`src/rtl/addend_align.sv`:
```
// Addend significand alignment for the single-precision FMA datapath.
// Two-stage valid/ready pipeline: shift computation, then 98-bit window alignment.
module addend_align #(
  parameter int BIAS   = 127,
  parameter int GUARD  = 27,
  parameter int MAX_SH = 74
) (
  input  logic        clk,
  input  logic        rst_n,
  input  logic        flush,
  input  logic        in_valid,
  output logic        in_ready,
  input  logic [7:0]  a_exp,
  input  logic [7:0]  b_exp,
  input  logic [7:0]  c_exp,
  input  logic [23:0] c_frac,
  input  logic        eff_sub,
  output logic        out_valid,
  input  logic        out_ready,
  output logic [73:0] c_frac_align_h,
  output logic [23:0] c_frac_align_l,
  output logic        inv_mask,
  output logic        c_dominant,
  output logic [9:0]  prod_exp
);

  localparam int ALIGN_K = BIAS - GUARD;
  localparam logic signed [10:0] ALIGN_K_S = 11'(ALIGN_K);
  localparam logic signed [10:0] MAX_SH_S  = 11'(MAX_SH);

  // Exponent difference widened to 11 bits so the 8-bit sums cannot wrap.
  function automatic logic signed [10:0] calc_diff(input logic [7:0] a,
                                                   input logic [7:0] b,
                                                   input logic [7:0] c);
    logic signed [10:0] sum_v;
    sum_v = $signed({3'b000, a}) + $signed({3'b000, b}) - $signed({3'b000, c});
    return sum_v - ALIGN_K_S;
  endfunction

  function automatic logic [6:0] clamp_shift(input logic signed [10:0] d);
    logic [6:0] sh_v;
    if (d <= 11'sd0) begin
      sh_v = 7'd0;
    end else if (d >= MAX_SH_S) begin
      sh_v = 7'(MAX_SH);
    end else begin
      sh_v = d[6:0];
    end
    return sh_v;
  endfunction

  logic signed [10:0] d_s;
  logic [6:0]         sh_s;
  logic               dom_s;
  logic [9:0]         pexp_s;
  logic               en1_s;
  logic               en2_s;

  logic               s1_valid_r;
  logic [6:0]         s1_sh_r;
  logic [23:0]        s1_frac_r;
  logic               s1_inv_r;
  logic               s1_dom_r;
  logic [9:0]         s1_pexp_r;

  logic [97:0]        win_s;
  logic [73:0]        h_s;
  logic [23:0]        l_s;

  logic               out_valid_r;
  logic [73:0]        h_r;
  logic [23:0]        l_r;
  logic               inv_r;
  logic               dom_r;
  logic [9:0]         pexp_r;

  assign en2_s    = !out_valid_r || out_ready;
  assign en1_s    = !s1_valid_r || en2_s;
  assign in_ready = en1_s;

  assign d_s    = calc_diff(a_exp, b_exp, c_exp);
  assign sh_s   = clamp_shift(d_s);
  assign dom_s  = (d_s <= 11'sd0);
  assign pexp_s = {2'b00, a_exp} + {2'b00, b_exp} - 10'(ALIGN_K);

  // Alignment window and optional inversion for effective subtraction.
  always_comb begin
    win_s = {s1_frac_r, 74'd0} >> s1_sh_r;
    if (s1_inv_r) begin
      h_s = ~win_s[97:24];
      l_s = ~win_s[23:0];
    end else begin
      h_s = win_s[97:24];
      l_s = win_s[23:0];
    end
  end

  // Stage 1: shift amount, operand capture and valid tracking.
  always_ff @(posedge clk or negedge rst_n) begin
    if (!rst_n) begin
      s1_valid_r <= 1'b0;
      s1_sh_r    <= 7'd0;
      s1_frac_r  <= 24'd0;
      s1_inv_r   <= 1'b0;
      s1_dom_r   <= 1'b0;
      s1_pexp_r  <= 10'd0;
    end else begin
      if (flush) begin
        s1_valid_r <= 1'b0;
      end else if (en1_s) begin
        s1_valid_r <= in_valid;
      end else begin
        s1_valid_r <= s1_valid_r;
      end
      if (en1_s) begin
        s1_sh_r   <= sh_s;
        s1_frac_r <= c_frac;
        s1_inv_r  <= eff_sub;
        s1_dom_r  <= dom_s;
        s1_pexp_r <= pexp_s;
      end
    end
  end

  // Stage 2: registered outputs, held while the consumer stalls.
  always_ff @(posedge clk or negedge rst_n) begin
    if (!rst_n) begin
      out_valid_r <= 1'b0;
      h_r         <= 74'd0;
      l_r         <= 24'd0;
      inv_r       <= 1'b0;
      dom_r       <= 1'b0;
      pexp_r      <= 10'd0;
    end else begin
      if (flush) begin
        out_valid_r <= 1'b0;
      end else if (en2_s) begin
        out_valid_r <= s1_valid_r;
      end else begin
        out_valid_r <= out_valid_r;
      end
      if (en2_s) begin
        h_r    <= h_s;
        l_r    <= l_s;
        inv_r  <= s1_inv_r;
        dom_r  <= s1_dom_r;
        pexp_r <= s1_pexp_r;
      end
    end
  end

  assign out_valid      = out_valid_r;
  assign c_frac_align_h = h_r;
  assign c_frac_align_l = l_r;
  assign inv_mask       = inv_r;
  assign c_dominant     = dom_r;
  assign prod_exp       = pexp_r;

endmodule

```
`config.mk`:
```
export PLATFORM = sky130hd
export DESIGN_NAME = addend_align
export DESIGN_NICKNAME = d
export VERILOG_FILES = /design/src/rtl/addend_align.sv
export SDC_FILE = /design/constraint.sdc
export NUM_CORES = 1
export LEC_CHECK = 0
export ABC_CLOCK_PERIOD_IN_PS = 2840
export BUFFER_PORTS_ARGS = -buffer_cell sky130_fd_sc_hd__buf_4
export CAP_MARGIN = 20
export CELL_PAD_IN_SITES_DETAIL_PLACEMENT = 0
export CELL_PAD_IN_SITES_GLOBAL_PLACEMENT = 1
export CORE_MARGIN = 4
export CORE_UTILIZATION = 35
export DETAILED_ROUTE_END_ITERATION = 10
export HOLD_SLACK_MARGIN = 0.03
export PLACE_DENSITY = 0.72
export SLEW_MARGIN = 20
export SYNTH_ARGS = -nofsm -noshare
export SYNTH_HDL_FRONTEND = slang
export SYNTH_SLANG_ARGS = --single-unit
```
`constraint.sdc`:
```
create_clock -name clk -period 2.84 [get_ports clk]
set_clock_uncertainty 0.05 [all_clocks]
set_input_delay 0.142 -clock clk [delete_from_list [all_inputs] [get_ports clk]]
set_output_delay 0.142 -clock clk [all_outputs]
set_load 0.01 [all_outputs]
```
==> results.toml <==
[run_status]
status = "complete, no violations"

[layout]
final_core_util_pct = 46.7
syn_to_final_growth_pct = 30.1
diodes = 0
drive_above_1_share_pct = 26.5
nets = 1429
final_cell_count_no_fill = 1730

[setup_path]
worst_ep_required_time_ns = 3.08
path_max_fanout = 13
critical_path_class = "register to register"
cp_top_family = "multiplexers"
cp.arrival_ns = 3.00
critPathLaunchType = "register"
crit_chain = "buf_12 > mux4_1 > mux2_2 > mux2i_4 > o22ai_1 > a21oi_1 > mux2i_1 > nor3_2"
crit_slowest_cell = "mux4_1"
crit_path_end_kind = "register"
max_stage_delay_ns = 0.65
cp_num_buf_inv = 1

[drt]
drt_iter0_markers = 708
wirelength_mm = 31.0
vias = 8768
drt.antenna.violating_nets = 0
vias_per_cell = 5.07
remaining_drc_errors = 0
wl_per_cell_um = 17.9
dr.pass1.iters = 6

[placement]
gp_congestion = 0.972
dpl.hpwl_mm = 23.2
numPortBuffers = 165
preCtsSetupSlack_ns = -0.339
post-place-cells = 1669

[grt]
grt_max_degree = 135
track_usage_pct = 19.8
antenna_found_initial = 0
grt_overflow = 0
first_global_vias = 8665
grt_pass1_wl_mm = 49.0

[floorplanning]
rows = 61
start_util_pct = 35.9
dieArea_sq_um = 31600
die_height_um = 178
die_w_um = 178
pin_count = 166
coreArea_sq_um = 28100

[power]
power_density_nw_per_um2 = 1010
peakVddDrop_uv = 524
fin_total_pwr_mw = 13.3
leakage_nw = 5.78

[yosys]
yosysTopAreaCell = "dfrtp_1"
ys_ff_latch = 155
async_flop_share_pct = 100
ys_warn_count = 0
postSynthNetCount = 1218
synth-edff-count = 0
syn_area_sq_um = 10100
yosys-top-cells-area = "dfrtp_1, nand2_1, xnor2_1, nor2_1, ha_1"
seq_area_frac_synth_pct = 38.5
postSynthCellCount = 1128
yosysUniqueCellTypes = 74
synth_top_area_share_pct = 38.5
synth_ff_type = "dfrtp_1"
syn_area_per_cell_sq_um = 8.94

[timing]
period_share_pct = 97.2
max_freq_mhz = 362
drv_slew = 0
worst_slew_pin_slew_ns = 0.771
slew_headroom_pct = 48.6
whs_ns = 0.0725
timing.final.crit_period_ns = 2.76
setup_viol = 0
hold_viol = 0
setup_slack_ns = 0.0791
rsz0062_at_grt = "no"

[cts]
cts_sinks = 155
clkSlewWorstSetupHoldPaths_ns = 0.06
root_buffer = "clkbuf_16"
clk_path_buf_depth = 2
insertion_delay_ns = 0.43
htree_levels = 4
post_cts_buffers = 0
cts_buffers = 17
cts_tree = "done"

[run]
drv_cap = 0

[worst_hold_path]
hold_class = "input pin to register"
## placed cells by master, fill, tap and decap left out, types with 8 or more instances in the layout
master,n
o21ai_1,20
ha_1,25
xnor2_1,64
nor2_1,99
nand2_1,247
xor2_1,24
mux4_1,8
a21o_1,8
dlygate4sd3_1,28
clkbuf_16,18
mux2_2,16
fa_1,8
nand3_1,11
buf_4,234
inv_1,34
o21ai_0,65
a22oi_1,11
a21oi_1,34
a211oi_1,12
dfrtp_1,153
mux4_2,12
o221a_2,11
o22ai_1,24
nor3_1,12
mux2i_1,31
## registers in the layout, summed over array words and instances (netlist names)
register / cells
s1_pexp_r: 10
inv_mask: 1
c_frac_align_l: 24
s1_valid_r: 1
prod_exp: 10
s1_inv_r: 1
s1_dom_r: 1
s1_sh_r: 7
c_dominant: 1
c_frac_align_h: 74
out_valid: 1
s1_frac_r: 24
## area by class of cell
class | count | area [sq um]
fill | 2788 | 15000
multi-input combinational | 855 | 5800
sequential | 155 | 3880
timing repair buffer | 271 | 2210
tap | 378 | 473
clock buffer | 19 | 453
clock inverter | 13 | 150
inverter | 39 | 146
## worst paths after layout
path,startpoint,end,slack [ns],depth (start not counted)
max in group asynchronous,rst_n,s1_frac_r[5]$_DFFE_PN0P_,1.69,3
hold reg to reg,s1_pexp_r[1]$_DFFE_PN0P_,s1_pexp_r[1]$_DFFE_PN0P_,0.42,2
min in group asynchronous,rst_n,c_frac_align_l[2]$_DFFE_PN0P_,0.14,2
setup reg to reg,s1_sh_r[0]$_DFFE_PN0P_,c_frac_align_h[39]$_DFFE_PN0P_,0.08,8
hold / removal,a_exp[0],s1_pexp_r[0]$_DFFE_PN0P_,0.07,4
setup / recovery,s1_sh_r[0]$_DFFE_PN0P_,c_frac_align_h[39]$_DFFE_PN0P_,0.08,8
## worst min-delay path, cell delays in order
cell     delay (ns)
buf_4          0.10
ha_1           0.15
nand2_1        0.06
nand2_1        0.06
## through the flow
stage / TNS [ns] / cell area (sq um)
global placement: -1.78 / 12200
detailed placement: -2.39 / 12200
floorplan: 0 / 10100
CTS: 0 / 13100
finish: 0 / 13100
global route: 0 / 13100
## where the power goes
group / total, mW / switching [mW] / internal [mW]
clock network: 2.35 / 1.05 / 1.30
registers: 3.47 / 0.548 / 2.92
logic: 7.49 / 4.07 / 3.41
total: 13.3 / 5.67 / 7.63
## what timing repair did
item / CTS / global route
resized for setup: 0 / 11
setup endpoints to repair: 0 / 26
hold endpoints to repair: 69 / 0
hold buffers: 28 / 0
## per-layer routing
layer / wire length, um / GRT usage [%]
met3: 1550 / 3.47
met2: 14700 / 32.5
met5: 0 / 0
met1: 14100 / 26.9
met4: 714 / 6.09
## synthesized netlist by cell type (9+ instances only)
cell and number:
mux4_2 10, a21oi_1 37, mux2i_1 33, o221a_2 11
ha_1 27, o21ai_0 65, dfrtp_1 155, o22ai_1 25
buf_1 10, xor2_1 24, nor3_1 12, nor2_1 99
nand2_1 247, a22oi_1 11, mux2_2 16, a211oi_1 12
inv_1 34, o21ai_1 21, buf_2 18, mux4_1 10
clkbuf_1 47, nand3_1 12, fa_1 9, xnor2_1 66
## kinds of logic after synthesis
logic type | Yosys count | synth area share [%]
fa+ha+maj | 36 | 5.14
xor+xnor | 90 | 7.82
simple gates | 413 | 17.0
mux | 73 | 10.7
buf+inv | 118 | 4.97
flops | 155 | 38.5
compound gates | 243 | 16.0
No activity file was read; power rests on OpenSTA's default activity.
